### config.mk
export PLATFORM = sky130hd
export DESIGN_NAME = cic_up96_stereo_sched_flat
export DESIGN_NICKNAME = d
export VERILOG_FILES = /design/src/rtl/cic_up96_stereo_sched_if.sv /design/src/rtl/cic_up96_stereo_sched.sv /design/src/flat_wrapper.sv
export SDC_FILE = /design/constraint.sdc
export NUM_CORES = 1
export LEC_CHECK = 0
export ABC_AREA = 1
export BUFFER_PORTS_ARGS = -buffer_cell sky130_fd_sc_hd__buf_2
export CAP_MARGIN = 25
export CORE_ASPECT_RATIO = 0.75
export CORE_MARGIN = 2
export CORE_UTILIZATION = 40
export DETAILED_ROUTE_END_ITERATION = 8
export PLACE_DENSITY = 0.67
export REMOVE_ABC_BUFFERS = 1
export SYNTH_ARGS = -nofsm -noshare
export SYNTH_HDL_FRONTEND = slang
export SYNTH_SLANG_ARGS = --single-unit
### constraint.sdc
create_clock -name clk -period 3 [get_ports clk]
set_clock_uncertainty 0.2 [all_clocks]
set_input_delay 0.6 -clock clk [delete_from_list [all_inputs] [get_ports clk]]
set_output_delay 0.6 -clock clk [all_outputs]
set_load 0.02 [all_outputs]
### src/rtl/cic_up96_stereo_sched_if.sv
`default_nettype none
// ---------------------------------------------------------------------------
// cic_up96_stereo_sched_if : source, CIC Avalon-ST and destination signal bundle
// Rev 1.0
// ---------------------------------------------------------------------------
interface cic_up96_stereo_sched_if #(
  parameter int DATA_W = 16
);
  logic              src_strobe;
  logic [DATA_W-1:0] src_l;
  logic [DATA_W-1:0] src_r;
  logic              cic_in_valid;
  logic              cic_in_ready;
  logic [DATA_W-1:0] cic_in_data;
  logic              cic_in_sop;
  logic              cic_in_eop;
  logic [1:0]        cic_in_error;
  logic              cic_out_valid;
  logic              cic_out_ready;
  logic [DATA_W-1:0] cic_out_data;
  logic              cic_out_channel;
  logic [1:0]        cic_out_error;
  logic              dst_valid;
  logic              dst_ready;
  logic [DATA_W-1:0] dst_l;
  logic [DATA_W-1:0] dst_r;
  logic              overrun;
  logic              ch_err;
  logic              cic_err;
  logic              clr_flags;

  modport slave (
    input  src_strobe, src_l, src_r,
    output cic_in_valid, cic_in_data, cic_in_sop, cic_in_eop, cic_in_error,
    input  cic_in_ready,
    input  cic_out_valid, cic_out_data, cic_out_channel, cic_out_error,
    output cic_out_ready,
    output dst_valid, dst_l, dst_r,
    input  dst_ready,
    output overrun, ch_err, cic_err,
    input  clr_flags
  );

  modport master (
    output src_strobe, src_l, src_r,
    input  cic_in_valid, cic_in_data, cic_in_sop, cic_in_eop, cic_in_error,
    output cic_in_ready,
    output cic_out_valid, cic_out_data, cic_out_channel, cic_out_error,
    input  cic_out_ready,
    input  dst_valid, dst_l, dst_r,
    output dst_ready,
    input  overrun, ch_err, cic_err,
    output clr_flags
  );
endinterface
`default_nettype wire

### src/rtl/cic_up96_stereo_sched.sv
`default_nettype none
// ---------------------------------------------------------------------------
// cic_up96_stereo_sched : stereo pair packetiser / de-interleaver around a CIC
// Rev 1.0
// ---------------------------------------------------------------------------
module cic_up96_stereo_sched #(
  parameter int DATA_W     = 16,
  parameter int PEND_DEPTH = 2
) (
  input wire clk,
  input wire reset_n,
  cic_up96_stereo_sched_if.slave bus
);
  localparam int PW = (PEND_DEPTH > 1) ? $clog2(PEND_DEPTH) : 1;
  localparam int CW = PW + 1;

  localparam logic [1:0] S_IDLE   = 2'd0;
  localparam logic [1:0] S_SEND_L = 2'd1;
  localparam logic [1:0] S_SEND_R = 2'd2;

  logic [DATA_W-1:0] r_mem_l [PEND_DEPTH];
  logic [DATA_W-1:0] r_mem_r [PEND_DEPTH];
  logic [PW-1:0]     r_wptr, r_rptr;
  logic [CW-1:0]     r_count;
  logic [1:0]        r_state, w_state_nxt;

  logic              w_full, w_empty, w_wr, w_pop;
  logic [CW-1:0]     w_count_nxt;
  logic              w_in_valid, w_in_sop, w_in_eop;
  logic [DATA_W-1:0] w_in_data;

  logic              r_lpres, r_dst_valid;
  logic [DATA_W-1:0] r_lhold, r_dst_l, r_dst_r;
  logic              r_overrun, r_ch_err, r_cic_err;
  logic              w_out_ready, w_take, w_take_l, w_load;
  logic              w_set_ch, w_set_ce, w_set_ov;

  assign w_full      = (r_count == CW'(PEND_DEPTH));
  assign w_empty     = (r_count == '0);
  assign w_wr        = bus.src_strobe & ~w_full;
  assign w_pop       = (r_state == S_SEND_R) & bus.cic_in_ready;
  assign w_count_nxt = r_count + CW'(w_wr) - CW'(w_pop);

  // Depth is a power of two, so pointers wrap naturally.
  always_ff @(posedge clk or negedge reset_n) begin
    if (!reset_n) begin
      for (int i = 0; i < PEND_DEPTH; i++) begin
        r_mem_l[i] <= '0;
        r_mem_r[i] <= '0;
      end
      r_wptr  <= '0;
      r_rptr  <= '0;
      r_count <= '0;
    end else begin
      if (w_wr) begin
        r_mem_l[r_wptr] <= bus.src_l;
        r_mem_r[r_wptr] <= bus.src_r;
        r_wptr          <= r_wptr + PW'(1);
      end
      if (w_pop) r_rptr <= r_rptr + PW'(1);
      r_count <= w_count_nxt;
    end
  end

  always_ff @(posedge clk or negedge reset_n) begin
    if (!reset_n) r_state <= S_IDLE;
    else          r_state <= w_state_nxt;
  end

  always_comb begin
    w_state_nxt = r_state;
    case (r_state)
      S_IDLE:   if (!w_empty) w_state_nxt = S_SEND_L;
      S_SEND_L: if (bus.cic_in_ready) w_state_nxt = S_SEND_R;
      S_SEND_R: if (bus.cic_in_ready) w_state_nxt = (w_count_nxt != '0) ? S_SEND_L : S_IDLE;
      default:  w_state_nxt = S_IDLE;
    endcase
  end

  always_comb begin
    w_in_valid = 1'b0;
    w_in_sop   = 1'b0;
    w_in_eop   = 1'b0;
    w_in_data  = '0;
    case (r_state)
      S_SEND_L: begin
        w_in_valid = 1'b1;
        w_in_sop   = 1'b1;
        w_in_data  = r_mem_l[r_rptr];
      end
      S_SEND_R: begin
        w_in_valid = 1'b1;
        w_in_eop   = 1'b1;
        w_in_data  = r_mem_r[r_rptr];
      end
      default: ;
    endcase
  end

  // Ready is forced low while reset is asserted so every output reads 0.
  assign w_out_ready = reset_n & (~(r_dst_valid & ~bus.dst_ready) | ~r_lpres);
  assign w_take      = bus.cic_out_valid & w_out_ready;
  assign w_take_l    = w_take & ~bus.cic_out_channel;
  assign w_load      = w_take & bus.cic_out_channel & r_lpres;
  assign w_set_ch    = (w_take_l & r_lpres) | (w_take & bus.cic_out_channel & ~r_lpres);
  assign w_set_ce    = w_take & (bus.cic_out_error != 2'b00);
  assign w_set_ov    = bus.src_strobe & w_full;

  always_ff @(posedge clk or negedge reset_n) begin
    if (!reset_n) begin
      r_lpres     <= 1'b0;
      r_lhold     <= '0;
      r_dst_valid <= 1'b0;
      r_dst_l     <= '0;
      r_dst_r     <= '0;
      r_overrun   <= 1'b0;
      r_ch_err    <= 1'b0;
      r_cic_err   <= 1'b0;
    end else begin
      if (w_take_l) begin
        r_lhold <= bus.cic_out_data;
        r_lpres <= 1'b1;
      end else if (w_load) begin
        r_lpres <= 1'b0;
      end
      if (w_load) begin
        r_dst_l     <= r_lhold;
        r_dst_r     <= bus.cic_out_data;
        r_dst_valid <= 1'b1;
      end else if (bus.dst_ready) begin
        r_dst_valid <= 1'b0;
      end
      r_overrun <= (r_overrun & ~bus.clr_flags) | w_set_ov;
      r_ch_err  <= (r_ch_err  & ~bus.clr_flags) | w_set_ch;
      r_cic_err <= (r_cic_err & ~bus.clr_flags) | w_set_ce;
    end
  end

  assign bus.cic_in_valid  = w_in_valid;
  assign bus.cic_in_data   = w_in_data;
  assign bus.cic_in_sop    = w_in_sop;
  assign bus.cic_in_eop    = w_in_eop;
  assign bus.cic_in_error  = 2'b00;
  assign bus.cic_out_ready = w_out_ready;
  assign bus.dst_valid     = r_dst_valid;
  assign bus.dst_l         = r_dst_l;
  assign bus.dst_r         = r_dst_r;
  assign bus.overrun       = r_overrun;
  assign bus.ch_err        = r_ch_err;
  assign bus.cic_err       = r_cic_err;
endmodule
`default_nettype wire
### src/flat_wrapper.sv
// flat-port wrapper written by rule: the top's interface ports become plain ports
module cic_up96_stereo_sched_flat 
#(
  parameter int DATA_W     = 16,
  parameter int PEND_DEPTH = 2
)
  (clk, reset_n, bus_src_strobe, bus_src_l, bus_src_r, bus_cic_in_valid, bus_cic_in_data, bus_cic_in_sop, bus_cic_in_eop, bus_cic_in_error, bus_cic_in_ready, bus_cic_out_valid, bus_cic_out_data, bus_cic_out_channel, bus_cic_out_error, bus_cic_out_ready, bus_dst_valid, bus_dst_l, bus_dst_r, bus_dst_ready, bus_overrun, bus_ch_err, bus_cic_err, bus_clr_flags);
  cic_up96_stereo_sched_if #(.DATA_W(DATA_W)) bus_i ();
  input wire clk;
  input wire reset_n;
  input wire logic [$bits(bus_i.src_strobe)-1:0] bus_src_strobe;
  input wire logic [$bits(bus_i.src_l)-1:0] bus_src_l;
  input wire logic [$bits(bus_i.src_r)-1:0] bus_src_r;
  output wire logic [$bits(bus_i.cic_in_valid)-1:0] bus_cic_in_valid;
  output wire logic [$bits(bus_i.cic_in_data)-1:0] bus_cic_in_data;
  output wire logic [$bits(bus_i.cic_in_sop)-1:0] bus_cic_in_sop;
  output wire logic [$bits(bus_i.cic_in_eop)-1:0] bus_cic_in_eop;
  output wire logic [$bits(bus_i.cic_in_error)-1:0] bus_cic_in_error;
  input wire logic [$bits(bus_i.cic_in_ready)-1:0] bus_cic_in_ready;
  input wire logic [$bits(bus_i.cic_out_valid)-1:0] bus_cic_out_valid;
  input wire logic [$bits(bus_i.cic_out_data)-1:0] bus_cic_out_data;
  input wire logic [$bits(bus_i.cic_out_channel)-1:0] bus_cic_out_channel;
  input wire logic [$bits(bus_i.cic_out_error)-1:0] bus_cic_out_error;
  output wire logic [$bits(bus_i.cic_out_ready)-1:0] bus_cic_out_ready;
  output wire logic [$bits(bus_i.dst_valid)-1:0] bus_dst_valid;
  output wire logic [$bits(bus_i.dst_l)-1:0] bus_dst_l;
  output wire logic [$bits(bus_i.dst_r)-1:0] bus_dst_r;
  input wire logic [$bits(bus_i.dst_ready)-1:0] bus_dst_ready;
  output wire logic [$bits(bus_i.overrun)-1:0] bus_overrun;
  output wire logic [$bits(bus_i.ch_err)-1:0] bus_ch_err;
  output wire logic [$bits(bus_i.cic_err)-1:0] bus_cic_err;
  input wire logic [$bits(bus_i.clr_flags)-1:0] bus_clr_flags;
  assign bus_i.src_strobe = bus_src_strobe;
  assign bus_i.src_l = bus_src_l;
  assign bus_i.src_r = bus_src_r;
  assign bus_cic_in_valid = bus_i.cic_in_valid;
  assign bus_cic_in_data = bus_i.cic_in_data;
  assign bus_cic_in_sop = bus_i.cic_in_sop;
  assign bus_cic_in_eop = bus_i.cic_in_eop;
  assign bus_cic_in_error = bus_i.cic_in_error;
  assign bus_i.cic_in_ready = bus_cic_in_ready;
  assign bus_i.cic_out_valid = bus_cic_out_valid;
  assign bus_i.cic_out_data = bus_cic_out_data;
  assign bus_i.cic_out_channel = bus_cic_out_channel;
  assign bus_i.cic_out_error = bus_cic_out_error;
  assign bus_cic_out_ready = bus_i.cic_out_ready;
  assign bus_dst_valid = bus_i.dst_valid;
  assign bus_dst_l = bus_i.dst_l;
  assign bus_dst_r = bus_i.dst_r;
  assign bus_i.dst_ready = bus_dst_ready;
  assign bus_overrun = bus_i.overrun;
  assign bus_ch_err = bus_i.ch_err;
  assign bus_cic_err = bus_i.cic_err;
  assign bus_i.clr_flags = bus_clr_flags;
  cic_up96_stereo_sched #(.DATA_W(DATA_W), .PEND_DEPTH(PEND_DEPTH)) u_core (.clk(clk), .reset_n(reset_n), .bus(bus_i));
endmodule
==> impl.org <==
** Status
- Status :: finished clean

** Clock tree
- For the worst-skew pair, the clock arrives at the later sink with an insertion delay of 0.41 ns.
- Cts bufs inserted :: 17
- CTS Root Cell :: sky130_fd_sc_hd__clkbuf_16
- The clock drives 123 sinks.
- Clock Tree Buf Depth :: 2
- The clock tree synthesis step divided the H-tree into 4 levels.
- CTS tree :: done
- Register clock-pin slew on the reported worst setup and hold paths :: 0.05 ns

** Floorplan
- Starting density of the core :: 41.6%
- The floorplan step defined a core boundary enclosing 13200 sq um.
- Die Footprint :: 14600 sq um
- In this run the horizontal extent of the chip is 139 um.
- Measured along the y axis, the die boundary spans 105 um.
- The initialized floorplan defines 36 standard-cell rows.
- Top-level I/O count :: 116

** STA
- The worst path in the final design needs a cycle of 2.83 ns, including I/O delays and setup.
- Slack of the critical path :: 0.167 ns
- Final critical-path share of the clock period :: 94.4%
- Number of pins with negative max-slew slack in the final report :: 0
- Worst Tran Pin Value :: 0.738 ns
- The count of endpoints failing hold in the final timing report came to 0.
- For this run, the top clock speed supported by timing is 353 MHz.
- Max_slew headroom :: 50.8%
- Worst hold slack across all endpoints :: 0.224 ns
- Final setup viols :: 0

** Drt
- In this run the remaining antenna-violating nets after routing total 0.
- In the routed layout, each cell is associated on average with a via count of 4.88.
- Detailed-route wire length :: 12.5 mm
- After detailed routing, the average wire length per cell comes to 13.8 um.
- The first routing iteration left 236 violations.
- For this run, the detailed router's first-pass iteration total came to 5.
- For this run, design rule violations remaining after detail routing come to 0.
- The final route contains 4424 vias.

** Synthesis
- Seq/Total Area, Yosys :: 56.3%
- Warnings, synthesis :: 0
- Syn Inst Count :: 614
- Among all flip-flop cells after synthesis, the most frequent one is sky130_fd_sc_hd__dfrtp_1.
- After synthesis, the cell types taking the most area are sky130_fd_sc_hd__dfrtp_1, sky130_fd_sc_hd__nand2_1, sky130_fd_sc_hd__o21ai_0, sky130_fd_sc_hd__inv_1, sky130_fd_sc_hd__o21ai_2.
- Yosys mapped a number of flops with a built-in enable equal to 0.
- FF+latch count, synth :: 123
- Counting flops with an async set or reset pin after synthesis yields a share of 100%.
- Library cells used by synthesis :: 28
- Of all cell types, the one taking the most synthesized area is sky130_fd_sc_hd__dfrtp_1.
- Mean instance size in the synthesized netlist :: 8.90 sq um
- Post-Synthesis Cell Area :: 5470 sq um
- In this run the biggest area consumer among cell types represents 56.3% of the synthesized area.

** GRT
- Vias in the first global route :: 4528
- First-pass GRT wire length :: 21.3 mm
- The number of antenna violations at the first check in global routing came to 2.
- The total overflow left after global routing is 0.
- Entering global routing, the biggest net connects 66 pins.
- Overall routing resource usage :: 18.0%

** Layout
- Area delta synth->final :: 23.5%
- Share of post-route cells with drive strength above 1 :: 24.6%
- Excluding fillers, the count of instances in the completed layout stands at 906.
- Final net count :: 785
- Sequential Area :: 3080 sq um
- Multi-input gate area :: 1910 sq um
- Fill cell total of the finished layout :: 1247
- Final standard cell area without fillers :: 6750 sq um

** Critical path
- Of all nets on the critical path, the largest fanout is 16.
- STA puts the critical path data required time at 2.20 ns.
- The critical path is of the reg -> out type.
- Category of the worst setup path launch point :: register
- The worst register-to-register path has a depth of 14.
- For the worst setup path, the data arrival time is 2.03 ns.
- In this run the register-to-register setup slack is 0.78 ns.
- Sort of element at the end of the critical path :: output pin

** Pwr
- In this run the static leakage power is 3.52 nW.
- Power density over cell area :: 1070 nW/um^2
- Peak ir drop on the vdd network :: 0.477 mV

** Place
- Port Buffer Count :: 113
- Placed wire-length estimate after detailed placement :: 8.36 mm
- At the placement stage, the worst setup path has a slack of 0.599 ns.
- Area of placed instances :: 6110 sq um
- Placer's final routability congestion estimate :: 0.777
- In this run, placement finished with an instance count of 872.

** Min path
- Number of cells on the worst hold path :: 3
- Type of the most critical hold path :: in -> reg

** Run
- MaxCap Viol Count :: 0
[layout by cell type, fill, tap and decap left out, types with 2 or more instances in the layout]
cell                          n
sky130_fd_sc_hd__conb_1       2
sky130_fd_sc_hd__buf_2      110
sky130_fd_sc_hd__o21ai_1     30
sky130_fd_sc_hd__nor2_1      35
sky130_fd_sc_hd__nand3_1     20
sky130_fd_sc_hd__nand2_1    151
sky130_fd_sc_hd__bufinv_16    2
sky130_fd_sc_hd__o21a_1      16
sky130_fd_sc_hd__diode_2      2
sky130_fd_sc_hd__ha_1         5
sky130_fd_sc_hd__buf_4       11
sky130_fd_sc_hd__a21oi_1     17
sky130_fd_sc_hd__clkbuf_16   17
sky130_fd_sc_hd__clkbuf_8     7
sky130_fd_sc_hd__o21ai_2     18
sky130_fd_sc_hd__dfrtp_1    123
sky130_fd_sc_hd__clkinv_2     3
sky130_fd_sc_hd__o21ai_0     83
sky130_fd_sc_hd__inv_1       66
[cell families (layout without fill, tap and decap cells)]
kind of cell    Yosys count  count (layout)  synth area share, %
compound gates          165             165                 17.2
xor+xnor                  1               1                0.160
fa+ha+maj                 6               6                 1.37
buf+inv                 105             223                 8.79
flops                   123             123                 56.3
other cells               1               4               0.0686
simple gates            213             213                 16.1
[metal layers]
metal / vias to the layer above / wire [um] / part of all wire, % / track usage (%)
met3: 13 / 551 / 4.4 / 4.27
met1: 2136 / 5550 / 44 / 22.2
met4: 0 / 148 / 1.2 / 9.16
met5: - / 0 / 0 / 0
li1: 2177 / - / - / -
met2: 98 / 6290 / 50 / 29.7
[per-stage QoR]
step	TNS [ns]	utilization (%)	power, mW
6_report	0	51.3	7.21
4_1_cts	0	51.2	7.26
3_3_place_gp	0	46.5	5.07
2_1_floorplan	0	-	4.27
3_5_place_dp	0	46.5	5.16
5_1_grt	-0.0181	51.3	7.72
[cell usage after synthesis (3+ instances only)]
library cell               count
sky130_fd_sc_hd__buf_2        17
sky130_fd_sc_hd__o21ai_0      83
sky130_fd_sc_hd__buf_6         7
sky130_fd_sc_hd__nand3_1      20
sky130_fd_sc_hd__clkbuf_1      9
sky130_fd_sc_hd__a21oi_1      17
sky130_fd_sc_hd__dfrtp_1     123
sky130_fd_sc_hd__o21ai_2      18
sky130_fd_sc_hd__nor2_1       35
sky130_fd_sc_hd__inv_1        66
sky130_fd_sc_hd__ha_1          6
sky130_fd_sc_hd__o21ai_1      30
sky130_fd_sc_hd__o21a_1       16
sky130_fd_sc_hd__buf_4         3
sky130_fd_sc_hd__nand2_1     151
[final timing paths]
| path | end | startpoint |
|---|---|---|
| max in group asynchronous | u_core.r_wptr | reset_n |
| max reg2reg | u_core.r_state[0] | u_core.r_state[0] |
| min | u_core.r_lhold[15] | bus_cic_out_data[15] |
| min reg2reg | u_core.bus.dst_r[7] | u_core.bus.dst_r[7] |
| max | bus_cic_in_data[5] | u_core.r_state[0] |
| min in group asynchronous | u_core.bus.dst_r[8] | reset_n |
[final cells by class]
type	instances	share of cell area [%]
inverters	68	3.78
clock inverters	6	1.22
clock buffers	25	7.79
repair buffers	124	9.99
flip-flops and latches	123	45.6
well taps	171	3.17
diodes	2	0.0742
multi-input cells	387	28.4
[sequential cells by signal (all words and copies together), names as in the netlist, 2 cells and up]
signal / flops
u_core.r_mem_l: 32
u_core.r_lhold: 16
u_core.r_state: 2
u_core.bus.dst_l: 16
u_core.r_count: 2
u_core.r_mem_r: 32
u_core.bus.dst_r: 16
[power by group]
part           total (mW)  internal (mW)  switching (mW)
sequential           2.67           2.31           0.357
combinational        2.49          0.860            1.63
clock                2.06           1.37           0.691
total                7.21           4.54            2.67
[critical path, cell delays in order, from the launching register on]
cell	delay, ns
sky130_fd_sc_hd__dfrtp_1	0.41
sky130_fd_sc_hd__inv_1	0.09
sky130_fd_sc_hd__ha_1	0.32
sky130_fd_sc_hd__inv_1	0.46
sky130_fd_sc_hd__a21oi_1	0.13
sky130_fd_sc_hd__buf_2	0.20
[repair_timing]
item                                    4_1_cts  5_1_grt
setup buffers                                 0        0
hold buffers                                  1        0
endpoints found under the hold margin        16        0
gates resized for setup                       0        4
endpoints found under the setup margin        0        5
No activity file was read; power rests on OpenSTA's default activity.
